### src/rtl/rob_retire.sv
// In-order retirement stage of a reorder buffer: allocates tags at dispatch,
// captures writeback results by tag, and retires head entries in program order.
module rob_retire #(
    parameter int DEPTH  = 8,
    parameter int DATA_W = 8,
    parameter int OPC_W  = 4
) (
    input  logic                     clk,
    input  logic                     rst_n,
    input  logic                     alloc_valid,
    output logic                     alloc_ready,
    input  logic [OPC_W-1:0]         alloc_opcode,
    input  logic [3:0]               alloc_dest,
    output logic [$clog2(DEPTH)-1:0] alloc_tag,
    input  logic                     wb_valid,
    input  logic [$clog2(DEPTH)-1:0] wb_tag,
    input  logic [DATA_W-1:0]        wb_value,
    output logic                     commit_valid,
    input  logic                     commit_ready,
    output logic [$clog2(DEPTH)-1:0] commit_tag,
    output logic [OPC_W-1:0]         commit_opcode,
    output logic [3:0]               commit_dest,
    output logic [DATA_W-1:0]        commit_value,
    output logic                     commit_regwr,
    input  logic                     flush,
    output logic                     full,
    output logic                     empty,
    output logic [$clog2(DEPTH):0]   count
);

    localparam int AW = $clog2(DEPTH);
    localparam logic [AW:0]      CNT_FULL  = (AW+1)'(DEPTH);
    localparam logic [AW:0]      CNT_ONE   = (AW+1)'(1);
    localparam logic [AW-1:0]    PTR_ONE   = AW'(1);
    localparam logic [OPC_W-1:0] OPC_STORE = OPC_W'(4'b0100);

    logic [DEPTH-1:0]  busy;
    logic [DEPTH-1:0]  done;
    logic [OPC_W-1:0]  opc_mem  [DEPTH];
    logic [3:0]        dest_mem [DEPTH];
    logic [DATA_W-1:0] val_mem  [DEPTH];
    logic [AW-1:0]     head;
    logic [AW-1:0]     tail;
    logic [AW:0]       cnt;

    logic do_alloc;
    logic do_commit;
    logic do_wb;

    // Readiness comes from the registered count only, so a full ROB refuses
    // allocation even when the head retires in the same cycle.
    assign alloc_ready = (cnt < CNT_FULL);
    assign do_alloc    = alloc_valid && alloc_ready;
    assign commit_valid = busy[head] && done[head];
    assign do_commit   = commit_valid && commit_ready;
    assign do_wb       = wb_valid && busy[wb_tag] && !(do_alloc && (wb_tag == tail));

    always_ff @(posedge clk) begin
        if (!rst_n || flush) begin
            busy <= '0;
            done <= '0;
            head <= '0;
            tail <= '0;
            cnt  <= '0;
        end else begin
            if (do_wb) begin
                done[wb_tag] <= 1'b1;
            end
            if (do_commit) begin
                busy[head] <= 1'b0;
                done[head] <= 1'b0;
                head       <= head + PTR_ONE;
            end
            if (do_alloc) begin
                busy[tail] <= 1'b1;
                done[tail] <= 1'b0;
                tail       <= tail + PTR_ONE;
            end
            case ({do_alloc, do_commit})
                2'b10:   cnt <= cnt + CNT_ONE;
                2'b01:   cnt <= cnt - CNT_ONE;
                default: cnt <= cnt;
            endcase
        end
    end

    // Payload storage is qualified by busy, so it carries no reset.
    always_ff @(posedge clk) begin
        if (do_alloc) begin
            opc_mem[tail]  <= alloc_opcode;
            dest_mem[tail] <= alloc_dest;
        end
        if (do_wb) begin
            val_mem[wb_tag] <= wb_value;
        end
    end

    assign alloc_tag     = tail;
    assign commit_tag    = head;
    assign commit_opcode = opc_mem[head];
    assign commit_dest   = dest_mem[head];
    assign commit_value  = val_mem[head];
    assign commit_regwr  = commit_valid && (opc_mem[head] != OPC_STORE);
    assign full          = (cnt == CNT_FULL);
    assign empty         = (cnt == '0);
    assign count         = cnt;

endmodule

### config.mk
export PLATFORM = sky130hd
export DESIGN_NAME = rob_retire
export DESIGN_NICKNAME = d
export VERILOG_FILES = /design/src/rtl/rob_retire.sv
export SDC_FILE = /design/constraint.sdc
export NUM_CORES = 1
export LEC_CHECK = 0
export ABC_CLOCK_PERIOD_IN_PS = 8700
export CAP_MARGIN = 20
export CORE_ASPECT_RATIO = 2
export CORE_MARGIN = 2
export CORE_UTILIZATION = 53
export DETAILED_ROUTE_END_ITERATION = 8
export PLACE_DENSITY_LB_ADDON = 0.08
export SETUP_SLACK_MARGIN = 0.5
export SKIP_CTS_REPAIR_TIMING = 1
export SYNTH_ARGS = -nofsm -noshare
export SYNTH_HDL_FRONTEND = slang
export SYNTH_SLANG_ARGS = --single-unit
### constraint.sdc
create_clock -name clk -period 8.7 [get_ports clk]
set_clock_uncertainty 0.05 [all_clocks]
set_input_delay 1.74 -clock clk [delete_from_list [all_inputs] [get_ports clk]]
set_output_delay 1.74 -clock clk [all_outputs]
set_load 0.02 [all_outputs]
==> results.sh, run 1 <==
export IMPL_postLayoutCellArea_mm2=0.00772
export IMPL_ant_nets=0
export IMPL_powerDensity_mw_per_mm2=207
export IMPL_cp_required_ns=6.91
export IMPL_io_pin_count=56
export IMPL_min_path_cells=2
export IMPL_syn_to_final_growth_pct=20.2
export IMPL_arrival_ns=3.19
export IMPL_status="completed"
export IMPL_grt_pass1_wl_um=21000
export IMPL_initial_core_util=0.546
export IMPL_final_max_slew_viol_count=0
export IMPL_crit_family="flip-flops"
export IMPL_cts_root_buf="clkbuf_16"
export IMPL_slew_headroom=0.267
export IMPL_power_internal_uw=1270
export IMPL_cap_violations=0
export IMPL_grt_max_degree=33
export IMPL_ys_warn_count=0
export IMPL_synthesis_area_mm2=0.00642
export IMPL_crit_slowest_cell="dfxtp_1"
export IMPL_routabilityCongestion=0.931
export IMPL_n_antenna_cell=0
export IMPL_fin_total_pwr_uw=1600
export IMPL_synth_seq_cells=157
export IMPL_dr_pass1_iters=4
export IMPL_seqPwrFrac=0.512
export IMPL_drive_gt1_frac=0.211
export IMPL_numPortBuffers=55
export IMPL_path_buf_inv=1
export IMPL_wl_met1_um=4670
export IMPL_seq_area_frac_synth=0.689
export IMPL_switchingPower_uw=333
export IMPL_min_period_ns=4.98
export IMPL_fp_coreArea_mm2=0.0118
export IMPL_avgSynthCellArea_um2=17.1
export IMPL_cts_buffer_depth=2
export IMPL_ir_worst_vdd_mv=0.131
export IMPL_place_hpwl_um=9180
export IMPL_dieArea_mm2=0.0131
export IMPL_wl_met3_um=533
export IMPL_critPathMaxFanout=17
export IMPL_final_common_cell="edfxtp_1"
export IMPL_wirelength_um=13500
export IMPL_drcViolationCount=0
export IMPL_cp_end_kind="primary output"
export IMPL_grt_pass1_vias=3871
export IMPL_met2WireLength_um=7870
export IMPL_top_layer="met4"
export IMPL_cts_tree="built"
export IMPL_numCtsBuffers=17
export IMPL_critPathLaunchType="register"
export IMPL_die_y_um=160
export IMPL_clk_latency_ns=0.42
export IMPL_max_stage_delay_ns=0.81
export IMPL_fp_dieW_um=81.8
export IMPL_path_class="reg -> out"
export IMPL_cts_sink_count=157
export IMPL_drt_iter0_drc=207
export IMPL_hold_class="reg -> reg"
export IMPL_syn_nets=406
export IMPL_nets=467
export IMPL_p_leak_uw=0.00246
export IMPL_worstPathCellList="mux2i_1 > mux4_2 > nor2_1 > o31a_1 > clkdlybuf4s50_1"
export IMPL_hold_violations=0
export IMPL_grtUsageTotal=0.227
export IMPL_vias_per_cell=6.08
export IMPL_gr_total_overflow=0
export IMPL_antenna_found_initial=0
export IMPL_setup_violations=0
export IMPL_clk_pin_slew_ns=0.07
export IMPL_pwr_share_clk=0.456
export IMPL_syn_inst=376
export IMPL_tns_ns=0
export IMPL_p_sw_frac=0.208
export IMPL_vias=3620
export IMPL_layout_common_cells="edfxtp_1 (128), clkdlybuf4s50_1 (55), mux4_2 (36)"
export IMPL_rows=56
export IMPL_finalCritPeriodShare=0.572
export IMPL_place_area_mm2=0.00712
export IMPL_synthDistinctLibCells=40
export IMPL_worst_slew_pin_slew_ns=1.10
export IMPL_worst_r2r_path_depth=12
export IMPL_fmax_mhz=201
export IMPL_rsz0062_at_grt="no"
export IMPL_cp_depth=5
export IMPL_wl_per_cell_um=22.6
export IMPL_cts_max_level=4
export IMPL_comb_power_share=0.032
per-stage QoR:
stage | std cells | hold WS [ns] | setup WS (ns) | util
2_1_floorplan | 376 | 0.387 | 4.85 | -
5_1_grt | 595 | 0.457 | 3.58 | 0.656
3_5_place_dp | 562 | 0.413 | 4.20 | 0.605
6_report | 595 | 0.433 | 3.72 | 0.656
3_3_place_gp | 562 | 0.407 | 4.24 | 0.605
4_1_cts | 594 | 0.431 | 3.73 | 0.655
registers in the layout, summed over array words and instances, names as in the netlist, named ones only:
register	count
alloc_tag	3
busy	8
commit_tag	3
count	4
dest_mem	32
done	8
opc_mem	32
val_mem	64
cell usage after synthesis, drive strengths merged:
master / number / area, um^2
and3: 4 / 25.0
xnor2: 4 / 35.0
nor4: 7 / 43.8
o21bai: 1 / 7.51
clkbuf: 11 / 41.3
nor2b: 6 / 37.5
a21oi: 12 / 60.1
or3: 1 / 6.26
a31o: 1 / 8.76
nand3: 1 / 5.00
a2111oi: 4 / 35.0
mux2: 16 / 180
inv: 9 / 33.8
dfxtp: 29 / 581
mux4: 36 / 811
ha: 5 / 62.6
or4: 1 / 7.51
edfxtp: 128 / 3840
nor3b: 2 / 15.0
o2111a: 2 / 22.5
o2bb2ai: 2 / 17.5
a211o: 1 / 8.76
o21ai: 8 / 40.0
o31a: 1 / 8.76
nor2: 17 / 63.8
xor2: 4 / 35.0
and4: 1 / 8.76
mux2i: 10 / 100
nand2: 19 / 71.3
nand2b: 4 / 25.0
and2: 7 / 43.8
o31ai: 1 / 7.51
buf: 9 / 58.8
nor3: 6 / 35.0
a31oi: 6 / 37.5
power groups by stage:
stage | Clock, uW | Combinational, uW | Sequential [uW]
2_1_floorplan | 0 | 20.9 | 835
3_3_place_gp | 0 | 50.1 | 835
3_5_place_dp | 0 | 51.4 | 835
4_1_cts | 738 | 51.8 | 819
5_1_grt | 766 | 55.9 | 819
6_report | 728 | 51.5 | 819
final cells by class:
cell class / instances / area (um^2)
clock inverters: 15 / 166
fillers: 851 / 4050
flip-flops and latches: 157 / 4430
well taps: 145 / 181
multi-input cells: 190 / 1880
inverters: 9 / 33.8
clock buffers: 17 / 425
repair buffers: 62 / 607
logic make-up after synthesis:
logic type | share of synthesized area
buffers and inverters | 0.0208
and+or+nand+nor | 0.0604
muxes | 0.170
DFF | 0.689
xor gates and xnor gates | 0.0109
AOI/OAI and AO/OA | 0.0395
adders and majority gates | 0.00974
tightest hold or removal path: stages (launching register included):
cell,delay [ns]
dfxtp_1,0.33
nand2_1,0.06
o21ai_1,0.05
per-layer routing:
layer,track usage,up-vias
met4,0.0962,0
met3,0.0508,31
met5,0,-
met2,0.415,129
li1,-,1616
met1,0.238,1844
final timing paths:
| path | to | startpoint | slack (ns) |
|---|---|---|---|
| worst max-delay path | commit_regwr | commit_tag[1]$_SDFFE_PP0N_ | 3.72 |
| worst min-delay path | busy[4]$_SDFF_PP0_ | busy[4]$_SDFF_PP0_ | 0.43 |
| worst max register to register | count[2]$_SDFFE_PP0P_ | commit_tag[1]$_SDFFE_PP0N_ | 5.10 |
| worst min register to register | busy[4]$_SDFF_PP0_ | busy[4]$_SDFF_PP0_ | 0.43 |
Note: power is estimated with default switching activity, not from simulation.
==> run 2: changes to the inputs <==
--- a/config.mk
+++ b/config.mk
@@ -5,7 +5,7 @@
 export SDC_FILE = /design/constraint.sdc
 export NUM_CORES = 1
 export LEC_CHECK = 0
-export ABC_CLOCK_PERIOD_IN_PS = 8700
+export ABC_CLOCK_PERIOD_IN_PS = 5000
 export CAP_MARGIN = 20
 export CORE_ASPECT_RATIO = 2
 export CORE_MARGIN = 2
==> constraint.sdc (replaced) <==
create_clock -name clk -period 5 [get_ports clk]
set_clock_uncertainty 0.05 [all_clocks]
set_input_delay 1 -clock clk [delete_from_list [all_inputs] [get_ports clk]]
set_output_delay 1 -clock clk [all_outputs]
set_load 0.02 [all_outputs]
==> run 2 against run 1 <==
  * Core utilization about the same
  * Die area unchanged
  * Sequential share of layout area about the same
  * Count of clock-buffer cells in the layout up 1
  * Power up 75%
  * Register-to-register slack worse by 3.8 ns
  * Non-clock buffer count unchanged
  * Combinational power up 74%
  * Critical path type unchanged
  * Critical endpoint unchanged
==> results.sh, run 2 (same netlist as run 1, synthesis figures left out) <==
export IMPL_tns_ns=0
export IMPL_cp_startpoint="commit_tag[1]$_SDFFE_PP0N_"
export IMPL_cp_endpoint="commit_regwr"
export IMPL_dr_pass1_iters=4
export IMPL_p_sw_frac=0.205
export IMPL_numCtsBuffers=17
export IMPL_worst_slew_pin_slew_ns=1.02
export IMPL_holdWs_ns=0.426
export IMPL_slew_headroom=0.320
export IMPL_cp_end_kind="primary output"
export IMPL_powerDensity_mw_per_mm2=361
export IMPL_cts_max_level=4
export IMPL_pwr_share_clk=0.458
export IMPL_clk_latency_ns=0.42
export IMPL_routabilityCongestion=0.868
export IMPL_vias_per_cell=5.90
export IMPL_place_area_mm2=0.00711
export IMPL_wirelength_um=13300
export IMPL_clk_pin_slew_ns=0.06
export IMPL_ir_worst_vdd_mv=0.263
export IMPL_rrSetupSlack_ns=1.34
export IMPL_fp_coreArea_mm2=0.0118
export IMPL_top_register="val_mem"
export IMPL_ant_nets=0
export IMPL_cts_buffer_depth=2
export IMPL_grtUsageTotal=0.223
export IMPL_final_max_slew_viol_count=0
export IMPL_fillers=844
export IMPL_finalCritPeriodShare=0.849
export IMPL_grt_max_degree=19
export IMPL_grt_pass1_wl_um=20800
export IMPL_multi_input_area_mm2=0.00188
export IMPL_rsz0062_at_grt="no"
export IMPL_cts_root_buf="clkbuf_16"
export IMPL_hold_violations=0
export IMPL_cp_depth=5
export IMPL_syn_to_final_growth_pct=20.2
export IMPL_largest_reg_flops=64
export IMPL_layout_common_cells="edfxtp_1 (128), clkdlybuf4s50_1 (55), mux4_2 (36)"
export IMPL_numPortBuffers=55
export IMPL_cts_sink_count=157
export IMPL_setup_violations=0
export IMPL_die_y_um=160
export IMPL_fmax_mhz=235
export IMPL_postLayoutCellArea_mm2=0.00772
export IMPL_dieArea_mm2=0.0131
export IMPL_seqCellArea_mm2=0.00443
export IMPL_switchingPower_uw=571
export IMPL_worstPathCellList="mux2i_1 > mux4_2 > nor2_1 > o31a_1 > clkdlybuf4s50_1"
export IMPL_worst_r2r_path_depth=12
export IMPL_drt_iter0_drc=189
export IMPL_path_buf_inv=1
export IMPL_place_hpwl_um=9160
export IMPL_drive_gt1_frac=0.211
export IMPL_rr_endpoint="count[2]$_SDFFE_PP0P_"
export IMPL_critPathLaunchType="register"
export IMPL_max_stage_delay_ns=0.82
export IMPL_cts_tree="built"
export IMPL_seqPwrFrac=0.510
export IMPL_final_common_cell="edfxtp_1"
export IMPL_arrival_ns=3.20
export IMPL_power_internal_uw=2220
export IMPL_nets=467
export IMPL_crit_family="flip-flops"
export IMPL_grt_pass1_vias=3753
export IMPL_n_antenna_cell=0
export IMPL_hold_class="reg -> reg"
export IMPL_fp_dieW_um=81.8
export IMPL_antenna_found_initial=0
export IMPL_vias=3508
export IMPL_cp_required_ns=3.95
export IMPL_min_period_ns=4.25
export IMPL_path_class="reg -> out"
export IMPL_cap_violations=0
export IMPL_p_leak_uw=0.00248
export IMPL_top_regs="val_mem: 64 flops, dest_mem: 32 flops, opc_mem: 32 flops"
export IMPL_wl_per_cell_um=22.3
export IMPL_comb_power_share=0.032
export IMPL_rows=56
export IMPL_gr_total_overflow=0
export IMPL_io_pin_count=56
export IMPL_initial_core_util=0.546
export IMPL_drcViolationCount=0
export IMPL_r2r_start="commit_tag[1]$_SDFFE_PP0N_"
export IMPL_critPathMaxFanout=17
export IMPL_min_path_cells=2
export IMPL_crit_slowest_cell="dfxtp_1"
export IMPL_status="completed"
## run 2: worst min-delay path, delay by kind of cell (launching register included)
kind | cells | cell delay, ns
flip-flops | 1 | 0.32
AND/OR/NAND/NOR | 1 | 0.06
AO/OA/AOI/OAI | 1 | 0.05
## run 2: cell type report
| cell class | instances | area share |
|---|---|---|
| sequential | 157 | 0.573 |
| multi-input combinational | 190 | 0.244 |
| timing repair buffer | 62 | 0.0781 |
| clock buffer | 18 | 0.0569 |
| tap | 145 | 0.0235 |
| clock inverter | 14 | 0.0204 |
| inverter | 9 | 0.00438 |
## run 2: metal layers
layer  track usage  up-vias  part of all wire
met4        0.0848        0             0.026
met3        0.0576       19             0.035
met2         0.403       95              0.58
met5             0        -                 0
met1         0.239     1783              0.36
li1              -     1611                 -
## run 2: worst min path at each step
stage	from	to	slack, ns
floorplan	busy[4]$_SDFF_PP0_	busy[4]$_SDFF_PP0_	0.39
finish	busy[7]$_SDFF_PP0_	busy[7]$_SDFF_PP0_	0.43
CTS	busy[7]$_SDFF_PP0_	busy[7]$_SDFF_PP0_	0.43
global route	busy[7]$_SDFF_PP0_	busy[7]$_SDFF_PP0_	0.45
detailed placement	busy[7]$_SDFF_PP0_	busy[7]$_SDFF_PP0_	0.42
global placement	busy[7]$_SDFF_PP0_	busy[7]$_SDFF_PP0_	0.41
## run 2: per-stage QoR
stage | power, uW | std cells | util | setup WS (ns)
floorplan | 1490 | 376 | - | 1.80
global placement | 1540 | 561 | 0.604 | 1.30
detailed placement | 1540 | 561 | 0.604 | 1.19
CTS | 2810 | 593 | 0.655 | 0.731
global route | 2870 | 595 | 0.656 | 0.633
finish | 2790 | 595 | 0.656 | 0.754
## run 2: power groups by stage
stage	Sequential, uW	Clock [uW]	Combinational, uW
after global routing	1420	1350	97.6
final	1420	1280	89.5
after global placement	1450	0	87.1
after floorplan	1450	0	36.4
after CTS	1420	1300	90.6
after detailed placement	1450	0	90.2
==> run 3: changes to the inputs <==
--- a/config.mk
+++ b/config.mk
@@ -5,7 +5,7 @@
 export SDC_FILE = /design/constraint.sdc
 export NUM_CORES = 1
 export LEC_CHECK = 0
-export ABC_CLOCK_PERIOD_IN_PS = 5000
+export ABC_CLOCK_PERIOD_IN_PS = 4350
 export CAP_MARGIN = 20
 export CORE_ASPECT_RATIO = 2
 export CORE_MARGIN = 2
==> constraint.sdc (replaced) <==
create_clock -name clk -period 4.35 [get_ports clk]
set_clock_uncertainty 0.05 [all_clocks]
set_input_delay 0.87 -clock clk [delete_from_list [all_inputs] [get_ports clk]]
set_output_delay 0.87 -clock clk [all_outputs]
set_load 0.02 [all_outputs]
==> run 3 against run 2 <==
  * Combinational power increased by 15%
  * Power increased by 16%
  * Non-clock buffer count increased by 3
  * Die area unchanged
  * Count of clock-buffer cells in the layout increased by 1
  * Hold slack improved by 0.0027 ns
  * Final cell count increased by 0.50%
  * Sequential power increased by 15%
  * Critical endpoint unchanged
==> results.sh, run 3 (same netlist as run 1, synthesis figures left out) <==
export IMPL_worst_slew_pin_slew_ns=0.947
export IMPL_max_stage_delay_ns=0.60
export IMPL_io_pin_count=56
export IMPL_syn_to_final_growth_pct=20.7
export IMPL_vias=3559
export IMPL_gr_total_overflow=0
export IMPL_cts_max_level=4
export IMPL_tns_ns=0
export IMPL_routabilityCongestion=0.901
export IMPL_hold_violations=0
export IMPL_fillers=823
export IMPL_status="completed"
export IMPL_cts_sink_count=157
export IMPL_met2WireLength_um=8050
export IMPL_clk_pin_slew_ns=0.06
export IMPL_drive_gt1_frac=0.214
export IMPL_hold_class="reg -> reg"
export IMPL_fmax_mhz=265
export IMPL_rsz0062_at_grt="no"
export IMPL_wirelength_um=13800
export IMPL_min_path_cells=2
export IMPL_critPathLaunchType="register"
export IMPL_cp_startpoint="commit_tag[1]$_SDFFE_PP0N_"
export IMPL_clk_latency_ns=0.42
export IMPL_dieArea_mm2=0.0131
export IMPL_fp_coreArea_mm2=0.0118
export IMPL_wl_met1_um=4910
export IMPL_cp_end_kind="primary output"
export IMPL_path_buf_inv=1
export IMPL_top_register="val_mem"
export IMPL_largest_reg_flops=64
export IMPL_grt_max_degree=22
export IMPL_rr_endpoint="count[2]$_SDFFE_PP0P_"
export IMPL_fp_dieW_um=81.8
export IMPL_setup_violations=0
export IMPL_dr_pass1_iters=4
export IMPL_slew_headroom=0.367
export IMPL_crit_family="multiplexers"
export IMPL_final_common_cell="edfxtp_1"
export IMPL_cts_buffer_depth=2
export IMPL_initial_core_util=0.546
export IMPL_top_regs="val_mem: 64 flops, dest_mem: 32 flops, opc_mem: 32 flops"
export IMPL_post_place_ws_ns=0.658
export IMPL_layout_common_cells="edfxtp_1 (128), clkdlybuf4s50_1 (55), mux4_2 (36)"
export IMPL_worstPathCellList="mux2i_1 > mux4_2 > nor2_2 > o31a_1 > clkdlybuf4s50_1"
export IMPL_postLayoutSetupSlackWorst_ns=0.573
export IMPL_wl_per_cell_um=23.1
export IMPL_numCtsBuffers=17
export IMPL_antenna_found_initial=0
export IMPL_drcViolationCount=0
export IMPL_placed_cells=566
export IMPL_ir_worst_vdd_mv=0.314
export IMPL_top_layer="met4"
export IMPL_n_antenna_cell=0
export IMPL_worst_r2r_path_depth=12
export IMPL_crit_slowest_cell="clkdlybuf4s50_1"
export IMPL_nets=470
export IMPL_place_hpwl_um=9360
export IMPL_worstHoldEndpoint="busy[4]$_SDFF_PP0_"
export IMPL_finalCritPeriodShare=0.868
export IMPL_wl_met3_um=506
export IMPL_drt_iter0_drc=204
export IMPL_final_max_slew_viol_count=0
export IMPL_grt_pass1_vias=3804
export IMPL_hp_start="busy[4]$_SDFF_PP0_"
export IMPL_min_period_ns=3.78
export IMPL_cts_root_buf="clkbuf_16"
export IMPL_grtUsageTotal=0.231
export IMPL_r2r_start="commit_tag[1]$_SDFFE_PP0N_"
export IMPL_instances_no_fill=598
export IMPL_p_leak_uw=0.00248
export IMPL_ant_nets=0
export IMPL_arrival_ns=2.86
export IMPL_rows=56
export IMPL_die_y_um=160
export IMPL_powerDensity_mw_per_mm2=418
export IMPL_grt_pass1_wl_um=21600
export IMPL_critPathMaxFanout=17
export IMPL_path_class="reg -> out"
export IMPL_cp_required_ns=3.43
export IMPL_cts_tree="built"
export IMPL_cap_violations=0
export IMPL_vias_per_cell=5.95
export IMPL_rrSetupSlack_ns=1.08
export IMPL_numPortBuffers=55
[run 3: layout make-up]
class / instances / area, um^2 / area share
Sequential cell: 157 / 4430 / 0.571
Clock inverter: 13 / 163 / 0.0210
Multi-Input combinational cell: 190 / 1870 / 0.242
Tap cell: 145 / 181 / 0.0234
Clock buffer: 19 / 443 / 0.0571
Timing Repair Buffer: 65 / 629 / 0.0812
Inverter: 9 / 33.8 / 0.00436
[run 3: worst min-delay path, stage by stage (launching register included)]
cell and delay (ns):
dfxtp_1 0.33, nand2_1 0.06, o21ai_1 0.05
[run 3: report_power, final]
part / switching, uW / internal [uW]
combinational: 56.0 / 47.2
sequential: 4.99 / 1630
clock: 585 / 919
[run 3: how the worst max path moves through the flow]
stage	end	slack, ns	cells after the start
floorplan	count[2]$_SDFFE_PP0P_	1.15	14
global placement	commit_regwr	0.76	5
detailed placement	commit_regwr	0.66	5
CTS	commit_regwr	0.13	5
global route	commit_regwr	0.49	5
finish	commit_regwr	0.57	5
[run 3: per-stage QoR]
stage          total power [uW]  cell area (um^2)  hold WS [ns]   util
2_1_floorplan              1710              6420         0.387      -
3_3_place_gp               1770              7140         0.421  0.606
3_5_place_dp               1770              7140         0.420  0.606
4_1_cts                    3270              7740         0.429  0.658
5_1_grt                    3340              7750         0.464  0.659
6_report                   3240              7750         0.429  0.659
[run 3: routing by layer]
metal,global-route usage,vias up
met5,0,-
met2,0.417,112
met3,0.0593,22
met4,0.0795,0
met1,0.253,1810
li1,-,1615
